### src/rtl/alu16_seq.sv
// alu16_seq: runs 16-bit SM83 ADD HL,rr / ADD SP,e8 / INC rr / DEC rr
// as two passes through the shared 8-bit ALU (low byte, then high byte).
//
// Ports:
//   i_clk, i_rst        clock, synchronous active-high reset
//   i_start             op request, sampled only in IDLE
//   i_op16              0=ADD_HL 1=ADD_SP_E8 2=INC16 3=DEC16
//   i_operand_a/_b      16-bit sources (b[7:0]=e8 for ADD_SP_E8)
//   i_flags_in          current {Z,N,H,C}
//   o_busy, o_done      busy in LOW/HIGH, done pulse in DONE
//   o_result16          16-bit result, held until next done
//   o_flags_out         final {Z,N,H,C}, held until next done
//   o_alu_sel           this block owns the ALU inputs
//   o_alu_a/_b/_op      ALU operands and opcode
//   o_alu_flags_to      ALU flag input (carry chain)
//   i_alu_result        ALU result (combinational)
//   i_alu_flags_from    ALU flag output
`timescale 1ns/1ps
module alu16_seq #(
  parameter logic [4:0] OP_ADD = 5'b00000,
  parameter logic [4:0] OP_ADC = 5'b00001
) (
  input  logic        i_clk,
  input  logic        i_rst,
  input  logic        i_start,
  input  logic [1:0]  i_op16,
  input  logic [15:0] i_operand_a,
  input  logic [15:0] i_operand_b,
  input  logic [3:0]  i_flags_in,
  output logic        o_busy,
  output logic        o_done,
  output logic [15:0] o_result16,
  output logic [3:0]  o_flags_out,
  output logic        o_alu_sel,
  output logic [7:0]  o_alu_a,
  output logic [7:0]  o_alu_b,
  output logic [4:0]  o_alu_op,
  output logic [3:0]  o_alu_flags_to,
  input  logic [7:0]  i_alu_result,
  input  logic [3:0]  i_alu_flags_from
);

  typedef enum logic [1:0] {
    S_IDLE,
    S_LOW,
    S_HIGH,
    S_DONE
  } state_t;

  localparam logic [1:0] OP_ADD_HL = 2'd0;
  localparam logic [1:0] OP_ADD_SP = 2'd1;
  localparam logic [1:0] OP_INC16  = 2'd2;
  localparam logic [1:0] OP_DEC16  = 2'd3;

  state_t      r_state;
  state_t      w_next;

  logic [1:0]  r_op;
  logic [15:0] r_a;
  logic [15:0] r_b;
  logic [3:0]  r_fin;
  logic [7:0]  r_res_lo;
  logic [1:0]  r_f_lo;
  logic [15:0] r_result;
  logic [3:0]  r_flags;

  logic [7:0]  w_b_lo;
  logic [7:0]  w_b_hi;
  logic [3:0]  w_flags_fin;
  logic        w_unused_zn;

  // Z/N from the ALU are never consumed: 16-bit Z comes from F or is 0.
  assign w_unused_zn = ^i_alu_flags_from[3:2];

  // DEC16 is an add of 0xFFFF so only ADD/ADC are ever issued.
  always_comb begin
    w_b_lo = 8'h00;
    w_b_hi = 8'h00;
    unique case (r_op)
      OP_ADD_HL: begin
        w_b_lo = r_b[7:0];
        w_b_hi = r_b[15:8];
      end
      OP_ADD_SP: begin
        w_b_lo = r_b[7:0];
        w_b_hi = {8{r_b[7]}};
      end
      OP_INC16: begin
        w_b_lo = 8'h01;
        w_b_hi = 8'h00;
      end
      OP_DEC16: begin
        w_b_lo = 8'hFF;
        w_b_hi = 8'hFF;
      end
    endcase
  end

  always_comb begin
    w_flags_fin = r_fin;
    unique case (r_op)
      OP_ADD_HL:
        w_flags_fin = {r_fin[3], 1'b0,
                       i_alu_flags_from[1:0]};
      OP_ADD_SP:
        w_flags_fin = {2'b00, r_f_lo};
      default:
        w_flags_fin = r_fin;
    endcase
  end

  always_comb begin
    w_next         = r_state;
    o_busy         = 1'b0;
    o_done         = 1'b0;
    o_alu_sel      = 1'b0;
    o_alu_a        = 8'h00;
    o_alu_b        = 8'h00;
    o_alu_op       = 5'd0;
    o_alu_flags_to = 4'h0;
    unique case (r_state)
      S_IDLE: begin
        if (i_start) w_next = S_LOW;
      end
      S_LOW: begin
        w_next    = S_HIGH;
        o_busy    = 1'b1;
        o_alu_sel = 1'b1;
        o_alu_a   = r_a[7:0];
        o_alu_b   = w_b_lo;
        o_alu_op  = OP_ADD;
      end
      S_HIGH: begin
        w_next         = S_DONE;
        o_busy         = 1'b1;
        o_alu_sel      = 1'b1;
        o_alu_a        = r_a[15:8];
        o_alu_b        = w_b_hi;
        o_alu_op       = OP_ADC;
        o_alu_flags_to = {3'b000, r_f_lo[0]};
      end
      S_DONE: begin
        w_next = S_IDLE;
        o_done = 1'b1;
      end
    endcase
  end

  always_ff @(posedge i_clk) begin
    if (i_rst) begin
      r_state  <= S_IDLE;
      r_op     <= 2'd0;
      r_a      <= 16'h0000;
      r_b      <= 16'h0000;
      r_fin    <= 4'h0;
      r_res_lo <= 8'h00;
      r_f_lo   <= 2'b00;
      r_result <= 16'h0000;
      r_flags  <= 4'h0;
    end else begin
      r_state <= w_next;
      unique case (r_state)
        S_IDLE: begin
          if (i_start) begin
            r_op  <= i_op16;
            r_a   <= i_operand_a;
            r_b   <= i_operand_b;
            r_fin <= i_flags_in;
          end
        end
        S_LOW: begin
          r_res_lo <= i_alu_result;
          r_f_lo   <= i_alu_flags_from[1:0];
        end
        S_HIGH: begin
          r_result <= {i_alu_result, r_res_lo};
          r_flags  <= w_flags_fin;
        end
        default: ;
      endcase
    end
  end

  assign o_result16  = r_result;
  assign o_flags_out = r_flags;

endmodule
### config.mk
export PLATFORM = sky130hd
export DESIGN_NAME = alu16_seq
export DESIGN_NICKNAME = d
export VERILOG_FILES = /design/src/rtl/alu16_seq.sv
export SDC_FILE = /design/constraint.sdc
export NUM_CORES = 1
export LEC_CHECK = 0
export BUFFER_PORTS_ARGS = -buffer_cell sky130_fd_sc_hd__buf_4
export CAP_MARGIN = 15
export CORE_MARGIN = 3
export CORE_UTILIZATION = 30
export CTS_BUF_LIST = sky130_fd_sc_hd__clkbuf_8
export DETAILED_ROUTE_END_ITERATION = 10
export PLACE_DENSITY = 0.51
export SLEW_MARGIN = 15
export SYNTH_ARGS = -nofsm -noshare
export SYNTH_HDL_FRONTEND = slang
export SYNTH_SLANG_ARGS = --single-unit
### constraint.sdc
create_clock -name i_clk -period 1.54 [get_ports i_clk]
set_clock_uncertainty 0.1 [all_clocks]
set_input_delay 0.308 -clock i_clk [delete_from_list [all_inputs] [get_ports i_clk]]
set_output_delay 0.308 -clock i_clk [all_outputs]
set_load 0.1 [all_outputs]
Word level (Yosys, flattened, before mapping)

Cells that the tools add are included.

Register bits after elaboration: 70
Input bits: 53
Logic and storage cells: 32

Equality and inequality tests: 7
Muxes and demuxes: 11
Reduce and logical (&&, ||, !) cells: 5

Operator list:

| kind                                                            | count |
|---|---|
| 8-bit case mux with 2 select lines                              | 2 |
| 8-bit case mux with 4 select lines                              | 1 |
| 8-bit case mux with 3 select lines                              | 1 |
| 2-bit == test, second input constant                            | 4 |
| 2-bit case mux with 4 select lines                              | 1 |
| 4-bit case mux with 2 select lines                              | 1 |
| 2-bit by 1-bit == test with 1-bit output, second input constant | 2 |
| 2-bit zero test                                                 | 2 |
| 1-bit 2-to-1 mux                                                | 4 |
| 2-bit OR reduction                                              | 2 |
| 2-bit 2-to-1 mux                                                | 1 |
| 2-bit != test, second input constant                            | 1 |
| 2-bit AND reduction                                             | 1 |

Longest topological paths before layout

Gate-level depths: netlist of run 1.

Word-level depth: 4
Gate-level depth with buffers: 7

Worst setup path after synthesis of run 1

OpenSTA, ideal clock, no wires.

Path type: flip-flop to output port
From: register r_state[0]
To: output o_alu_b[1]
Arrival: 3.445 ns
Data required time: 1.132 ns
Slack: -2.313 ns
Stages on the path, launching flop included: 7
Path buffers: 2
Cells stage by stage: dfxtp_1 > inv_1 > ha_1 > buf_2 > buf_6 > o2111ai_2 > o221ai_1

Longest elaborated chain between the ends: 2

Ends and longest elaborated chain:

| what                                                                             | RTL line | text |
|---|---|---|
| start: declaration                                                               | 55       | `state_t r_state;` |
| start signal: assignment                                                         | 161      | `r_state <= w_next;` |
| 2-bit == test / 2-bit by 1-bit == test with 1-bit output (equally long branches) | 121      | `unique case (r_state)` |
| 8-bit case mux with 2 select lines *                                             | 121      |  |
| end: declaration                                                                 | 36       | `output logic [7:0] o_alu_b,` |

Mark *: on every way between the ends. The rest lies on a longest branch, timed or not.

Final worst setup path of run 1

From: register r_state[0]
To: output o_alu_b[3]

Same word-level chain as after synthesis.

==> metrics, run 1 <==
status=finished with violations; failing checks=setup timing; flop and latch count out of synthesis=70; initial DRC count=between 80 and 90; Die W=about 110 µm; Seq/Total Area, Yosys=46.8%; Worst EP required=1.13 ns; Slew Viols, Final=0; FP Rows=35; commonest non-fill, non-tap cells in the layout=buf_4 (87), nand2_1 (78), dfxtp_1 (68); commonest non-fill, non-tap cell in the layout=buf_4; Tcrit/Tclk final=143%; RSZ-0062 raised after global routing=true; Pre-antenna DRT Iters=4; Synth Warn #=0; Tmin final=roughly 2.2 ns; Diodes inserted=0; RR Startpoint=r_state[1]$_SDFFE_PP0P_; hold crit path type=in -> reg; vias in the first global route=2812; CTS buffer count=9; sequential share of power=24.2%; clock sinks=70; core region area=9460 µm²; PD cells=around 2000 nW/µm²; H-tree levels=3; VDD IR-drop max=about 1900 µV; routed vias=around 2800; Non-Filler Instances=between 500 and 600; die area=11200 µm²; CP Launch Type=register; max_cap viols=0; post-detail-place hpwl=roughly 5500 µm; gr usage total=15.4%; critical path type=reg -> out; fin nets=522; Avg WL per Cell=between 10 and 15 µm; Detailed Route WL=roughly 8600 µm; initial antenna violation count=0; Final Core Density=52.2%; IO Pins=101; share of cells above drive strength 1=39.8%; P_int=about 0.0057 W; syn_area_per_cell=8.48 µm²; CTS Hold Buffers Added=0; Hold Crit Start=i_alu_result[0]; clock share of power=approximately 17%; final setup margin=-0.659 ns; Via density=4.60; starting density of the core=31.6%; switch share=42.2%; largest net degree at the start of global routing=39; first-pass GRT wire length=13900 µm; drc violations=0; post-route ant nets=0; Die Height=106 µm; synthesized instance count=353; endpoint class of the critical path=primary output; CTS tree=yes; GPL Wtd Cong=0.723; total grt overflow=0; Hold Violations, Final=0; Cells after DPL=570; Setup crit start=r_state[0]$_SDFFE_PP0P_; Leakage=1.94 nW; port buffer count=91; combinational share of power=around three fifths; crit path max fanout=6; area delta synth->final=64.9%; CTS root buf=clkbuf_8; Crit path arrival time=1.79 ns; Design Power=around 0.0099 W; clock-pin slew on the worst setup and hold paths=roughly 0.07 ns; Max Fclk=455 MHz; Setup violations, final=26; Clk Latency, worst-skew pair=0.34 ns; fillers=914; clk buf depth=2; sw power=0.00417 W; Synth cell types=28; synthesized cell area=about 3000 µm²
-- cells in the mapped netlist (all sizes together) --
library cell / number / area, µm²
a211oi: 1 / 7.51
nand2b: 9 / 56.3
nor2b: 8 / 50.1
o311ai: 1 / 8.76
nand3b: 2 / 15.0
o2111ai: 2 / 23.8
nand3: 2 / 10.0
a21oi: 44 / 220
clkbuf: 10 / 37.5
and2: 3 / 20.0
mux2i: 27 / 270
inv: 8 / 30.0
ha: 4 / 50.1
a22oi: 8 / 60.1
o221ai: 6 / 52.6
buf: 24 / 181
dfxtp: 70 / 1400
o211ai: 3 / 22.5
o21ai: 2 / 10.0
mux2: 2 / 22.5
o21a: 1 / 7.51
conb: 1 / 3.75
nand2: 79 / 297
nor2: 36 / 135
-- area by class of cell --
type	instances	area [µm²]	area share [%]
flip-flops and latches	70	1410	28.5
well taps	129	161	3.27
clock inverters	4	68.8	1.39
repair buffers	128	1420	28.8
multi-input cells	248	1680	34.0
clock buffers	12	165	3.35
inverters	8	35.0	0.710
-- final timing paths --
check	end	slack [ns]	cells after the start
setup / recovery	o_alu_b[3]	-0.66	6
setup reg to reg	o_result16[5]$_SDFFE_PP0N_	-0.01	7
hold reg to reg	r_fin[1]$_SDFFE_PP0P_	0.35	2
hold / removal	r_res_lo[0]$_SDFFE_PP0N_	0.11	3
-- worst max-delay path, cell delays in order (launching register included) --
cell      delay [ns]
dfxtp_4         0.37
inv_4           0.05
ha_4            0.30
nand3b_1        0.14
buf_12          0.18
o221ai_4        0.20
buf_12          0.21
-- cells by family after synthesis --
logic type	share of synthesized area [%]
AO/OA/AOI/OAI	13.8
other	0.125
AND/OR/NAND/NOR	19.5
multiplexers	9.78
flip-flops	46.8
adder cells (fa/ha/maj)	1.67
buffers and inverters	8.32
-- stage by stage --
| step | TNS, ns | hold WS, ns | setup slack (ns) | cell area (µm²) |
|---|---|---|---|---|
| after floorplan | -13.19 | 0.331 | -0.975 | 3250 |
| after global placement | -9.86 | 0.338 | -0.346 | 4090 |
| after detailed placement | -11.63 | 0.343 | -0.416 | 4090 |
| after CTS | -11.88 | 0.0940 | -0.685 | 4860 |
| after global routing | -14.65 | 0.101 | -0.742 | 4940 |
| final | -11.77 | 0.112 | -0.659 | 4940 |
-- power groups by stage --
stage | clock (W) | combinational, W | sequential (W)
floorplan | 0 | 0.00296 | 0.00289
global placement | 0 | 0.00430 | 0.00239
detailed placement | 0 | 0.00433 | 0.00240
CTS | 0.00177 | 0.00557 | 0.00238
global route | 0.00185 | 0.00609 | 0.00243
finish | 0.00172 | 0.00577 | 0.00239
-- registers in the layout, indices dropped and copies added, names as in the netlist --
| signal | flops |
|---|---|
| r_state | 2 |
| r_res_lo | 8 |
| o_result16 | 16 |
| r_op | 2 |
| r_a | 16 |
| r_f_lo | 2 |
| o_flags_out | 4 |
| r_b | 16 |
| r_fin | 4 |
-- layer usage --
layer	part of all wire, %	track usage, %
met1	46	19.5
met2	47	25.2
met3	6.1	4.90
met4	0.86	4.16
met5	0	0
-- what timing repair did --
action / CTS / global route
endpoints found under the setup margin: 71 / 57
pin swaps: 14 / 4
gates resized for setup: 101 / 9
cloned: 2 / 2
buffers inserted: 9 / 1
Power figures use the tool's default switching activity.
==> run 2, diff against run 1 <==
--- a/config.mk
+++ b/config.mk
@@ -5,13 +5,15 @@
 export SDC_FILE = /design/constraint.sdc
 export NUM_CORES = 1
 export LEC_CHECK = 0
+export ABC_AREA = 1
 export BUFFER_PORTS_ARGS = -buffer_cell sky130_fd_sc_hd__buf_4
 export CAP_MARGIN = 15
 export CORE_MARGIN = 3
 export CORE_UTILIZATION = 30
 export CTS_BUF_LIST = sky130_fd_sc_hd__clkbuf_8
 export DETAILED_ROUTE_END_ITERATION = 10
-export PLACE_DENSITY = 0.51
+export PLACE_DENSITY = 0.62
+export RECOVER_POWER = 100
 export SLEW_MARGIN = 15
 export SYNTH_ARGS = -nofsm -noshare
 export SYNTH_HDL_FRONTEND = slang
==> metrics, run 2 <==
status=finished with violations; failing checks=setup timing; first-pass GRT wire length=13800 µm; ranking of synthesized cells by area=dfxtp_1 (48%), nor2_1 (15%), o21ai_0 (11%); RSZ-0062 raised after global routing=true; Synth cell types=18; GR Util met1=18.1%; PD cells=2480 nW/µm²; Design Power=0.0114 W; Via density=4.52; Detailed Route WL=between 8000 and 9000 µm; Fin Hold WS=a little under 0.1 ns; endpoint class of the critical path=primary output; CTS buffer count=9; Seq/Total Area, Yosys=47.8%; routed vias=~2900; area delta synth->final=56.7%; commonest non-fill, non-tap cell in the layout=nor2_1; Clk Latency, worst-skew pair=0.34 ns; total grt overflow=0; CTS tree=yes; core region area=9370 µm²; register area=~1400 µm²; Yosys top cell area share=between 40% and 50%; ys async rst share=0%; Slew Viols, Final=0; Worst EP required=1.13 ns; hold crit path type=in -> reg; synthesized cell area=slightly below 3000 µm²; vias in the first global route=a little under 3000; fillers=approximately 940; clk buf depth=2; Die W=105 µm; initial DRC count=115; final setup margin=-0.553 ns; drc violations=0; H-tree levels=3; most used routing layer=met2; Synth Flop Type=dfxtp_1; max_cap viols=0; synthesized instance count=around 410; syn_area_per_cell=7.09 µm²; largest net degree at the start of global routing=33; top-count cell post-synth=nor2_1; Setup violations, final=21; initial antenna violation count=0; starting density of the core=between 30 and 40%; VDD IR-drop max=approximately 3700 µV; area of the multi-input gates=1540 µm²; port buffer count=91; Hold Violations, Final=0; post-detail-place hpwl=5910 µm; post-route ant nets=0; global routing usage on met2=between 20% and 30%; commonest non-fill, non-tap cells in the layout=nor2_1 (114), buf_4 (93), dfxtp_1 (68); FP Rows=35; IO Pins=101; gr usage total=15.5%; CP Launch Type=register; Max Fclk=478 MHz; clock-pin slew on the worst setup and hold paths=around 0.080 ns; Pre-antenna DRT Iters=4; Diodes inserted=0; Crit path arrival time=~1.7 ns; Tcrit/Tclk final=136%; CTS Hold Buffers Added=0; Avg WL per Cell=13.0 µm; Leakage=~2.0 nW; Post-synth EDFFs=0; flop and latch count out of synthesis=70; setup slack, reg-to-reg=0.02 ns; met3 usage=5.50%; share of cells above drive strength 1=roughly a third; Tmin final=2.09 ns; critical path type=reg -> out; fin nets=574; Die Height=about 100 µm; GPL Wtd Cong=0.839; crit path max fanout=16; die area=11000 µm²; CTS root buf=clkbuf_8; dominant cell type by area after synthesis=dfxtp_1; most frequent cells after synthesis=nor2_1 (116), dfxtp_1 (70), o21ai_0 (67); Synth Warn #=0; clock sinks=70
run 2: power by group:
part	internal [W]	switching (W)	total [W]
registers	0.00246	0.000334	0.00279
logic	0.00222	0.00502	0.00723
clock network	0.000636	0.000726	0.00136
total	0.00531	0.00608	0.0114
run 2: critical path: stages, from the launching register on:
cell and delay, ns:
dfxtp_4 0.37, inv_4 0.05, ha_4 0.28, clkinvlp_4 0.09, buf_12 0.18, a21oi_4 0.18, buf_12 0.19
run 2: layout make-up:
cell class,count,share of cell area [%]
Multi-Input combinational cell,294,33.6
Timing Repair Buffer,120,26.2
Inverter,22,2.10
Clock inverter,6,1.01
Clock buffer,10,3.00
Sequential cell,70,30.6
Tap cell,129,3.52
run 2: logic make-up (layout without fill, tap and decap cells):
family | count (synthesis) | count (layout) | synth area share (%)
AO/OA/AOI/OAI | 110 | 110 | 18.8
adder cells (fa/ha/maj) | 4 | 4 | 1.71
buffers and inverters | 55 | 158 | 8.97
flip-flops | 70 | 70 | 47.8
other | 1 | 7 | 0.128
AND/OR/NAND/NOR | 173 | 173 | 22.6
run 2: stage by stage:
| step | setup TNS, ns | instance area [µm²] | setup slack, ns | std cells | util, % |
|---|---|---|---|---|---|
| after floorplan | -14.01 | 3190 | -0.928 | 419 | - |
| after global placement | -4.17 | 4030 | -0.274 | 629 | 43.0 |
| after detailed placement | -4.70 | 4030 | -0.318 | 629 | 43.0 |
| after CTS | -9.94 | 4540 | -0.561 | 649 | 48.5 |
| after global routing | -13.32 | 4590 | -0.608 | 651 | 49.0 |
| final | -9.57 | 4590 | -0.553 | 651 | 49.0 |
run 2: final timing paths:
path | from | endpoint | cells after the start
min | i_alu_result[3] | o_result16[11]$_SDFFE_PP0N_ | 3
max reg2reg | r_state[0]$_SDFFE_PP0P_ | r_a[6]$_SDFFE_PP0P_ | 6
min reg2reg | r_b[15]$_SDFFE_PP0P_ | r_b[15]$_SDFFE_PP0P_ | 2
max | r_state[0]$_SDFFE_PP0P_ | o_alu_b[3] | 6
run 2: routing by layer:
layer / part of all wire (%) / wire, µm
met5: 0 / 0
met4: 1.0 / 85
met2: 50 / 4200
met3: 6.3 / 531
met1: 43 / 3650
run 2: what timing repair did:
item	CTS	global route
setup buffers	4	3
resized for setup	72	21
hold endpoints to repair	0	0
pin swaps	0	2
endpoints found under the setup margin	22	36
==> run 3, diff against run 2 <==
--- a/config.mk
+++ b/config.mk
@@ -9,10 +9,10 @@
 export BUFFER_PORTS_ARGS = -buffer_cell sky130_fd_sc_hd__buf_4
 export CAP_MARGIN = 15
 export CORE_MARGIN = 3
-export CORE_UTILIZATION = 30
+export CORE_UTILIZATION = 47
 export CTS_BUF_LIST = sky130_fd_sc_hd__clkbuf_8
 export DETAILED_ROUTE_END_ITERATION = 10
-export PLACE_DENSITY = 0.62
+export PLACE_DENSITY = 0.87
 export RECOVER_POWER = 100
 export SLEW_MARGIN = 15
 export SYNTH_ARGS = -nofsm -noshare
==> metrics, run 3 (synthesized netlist as in run 2, its figures left out) <==
CTS buffer count=9; Die W=84.9 µm; RSZ-0062 raised after global routing=true; Worst Path Buf+Inv=4; RR Startpoint=r_state[1]$_SDFFE_PP0P_; largest net degree at the start of global routing=36; Tmin final=2.12 ns; CP Launch Type=register; endpoint class of the critical path=primary output; die area=7220 µm²; crit path max fanout=16; post-detail-place hpwl=approximately 5600 µm; Setup violations, final=22; fin nets=574; routed vias=3207; failing checks=setup timing; Worst path depth=6; Non-Filler Instances=597; sequential share of power=24.4%; Top delay family on crit path=buffers and inverters; clock sinks=70; Worst EP required=1.13 ns; vias in the first global route=3097; sw power=0.00629 W; CP Cell Sequence=inv_6 -> ha_4 -> clkinvlp_4 -> buf_12 -> a21oi_4 -> buf_12; initial antenna violation count=0; r2r endpoint=r_state[0]$_SDFFE_PP0P_; area delta synth->final=56.1%; CP max-delay cell=dfxtp_4; VDD IR-drop max=3260 µV; drc violations=0; Avg WL per Cell=15.8 µm; CTS root buf=clkbuf_8; CTS tree=yes; Diodes inserted=0; Hold Violations, Final=0; clock share of power=11.1%; status=finished with violations; Total Negative Setup Slacks=-10.34 ns; Pre-antenna DRT Iters=5; total grt overflow=0; Hold Crit Start=i_alu_result[5]; Design Power=0.0116 W; Tcrit/Tclk final=138%; IO Pins=101; CP peak stage delay=0.39 ns; Max Fclk=472 MHz; commonest non-fill, non-tap cell in the layout=nor2_1; Via density=5.37; P_int=about 0.0053 W; setup slack, reg-to-reg=-0.01 ns; clk buf depth=2; switch share=54.1%; CTS Hold Buffers Added=0; Crit path arrival time=1.71 ns; CP most frequent cell=buf_12; gr usage total=25.4%; GPL Wtd Cong=0.799; Die Height=roughly 85 µm; Slew Viols, Final=0; fillers=369; PD cells=about 2500 nW/µm²; core region area=5990 µm²; combinational share of power=64.5%; Clk Latency, worst-skew pair=~0.34 ns; port buffer count=91; final setup margin=-0.578 ns; reg2reg path depth=8; Detailed Route WL=9430 µm; crit path to=o_alu_b[7]; initial DRC count=approximately 220; first-pass GRT wire length=14600 µm; max_cap viols=0; Leakage=1.99 nW; post-route ant nets=0; commonest non-fill, non-tap cells in the layout=nor2_1 (115), buf_4 (89), dfxtp_1 (67); share of cells above drive strength 1=35.1%; H-tree levels=3; hold crit path type=in -> reg; pre-CTS WS=-0.265 ns; Cells after DPL=573; critical path type=reg -> out; starting density of the core=between 40% and 50%; Setup crit start=r_state[0]$_SDFFE_PP0P_; FP Rows=28; clock-pin slew on the worst setup and hold paths=0.08 ns
run 3: cell types whose count changed in the layout (fill, tap and decap cells not counted), moves of 2 or more:
cell and delta:
a21oi_1 -3, a21oi_2 +3, buf_12 +2, buf_4 -4
buf_6 +4, inv_1 +2, o21ai_1 -7, o21ai_2 +5
run 3: through the flow:
stage          area [µm²]  utilization [%]  hold WS, ns
2_1_floorplan        3190                -        0.329
3_3_place_gp         3960             66.1        0.342
3_5_place_dp         3960             66.1        0.347
4_1_cts              4510             75.4       0.0935
5_1_grt              4570             76.3        0.109
6_report             4570             76.3       0.0990
run 3: cell type report:
| class | count | area, µm² | area share [%] |
|---|---|---|---|
| clock buffer | 10 | 138 | 3.01 |
| clock inverter | 6 | 30.0 | 0.657 |
| inverter | 22 | 105 | 2.30 |
| multi-input combinational | 294 | 1560 | 34.2 |
| sequential | 70 | 1410 | 30.8 |
| tap | 75 | 93.8 | 2.05 |
| timing repair buffer | 120 | 1240 | 27.0 |
run 3: power by group through the flow:
stage,sequential (W),combinational [W],clock (W)
detailed placement,0.00280,0.00639,0
global placement,0.00276,0.00628,0
global route,0.00288,0.00785,0.00137
finish,0.00284,0.00750,0.00129
floorplan,0.00419,0.00369,0
CTS,0.00278,0.00724,0.00129
run 3: worst min-delay path, stage by stage:
cell and delay [ns]:
buf_4 0.09, nor2_1 0.04, nor2_1 0.08
run 3: layer usage:
metal	vias up	track usage, %	routed length [µm]
li1	1511	-	-
met1	1531	29.2	3640
met2	140	45.8	4940
met3	25	4.17	589
met4	0	11.5	263
met5	-	0	0
run 3: how the worst min path moves through the flow:
stage                                  endpoint  slack, ns  cells past startpoint
floorplan                  r_b[14]$_SDFFE_PP0P_       0.33                      2
global placement           r_b[14]$_SDFFE_PP0P_       0.34                      2
detailed placement          r_b[8]$_SDFFE_PP0P_       0.35                      2
CTS                    r_res_lo[7]$_SDFFE_PP0N_       0.09                      3
global route        o_result16[13]$_SDFFE_PP0N_       0.11                      3
finish              o_result16[13]$_SDFFE_PP0N_        0.1                      3
run 3: timing repair:
| item | 4_1_cts | 5_1_grt |
|---|---|---|
| gates resized for setup | 79 | 28 |
| setup endpoints to repair | 31 | 58 |
| pin swaps | 0 | 8 |
| buffers inserted | 7 | 1 |
| endpoints found under the hold margin | 0 | 0 |
| gates cloned | 1 | 0 |
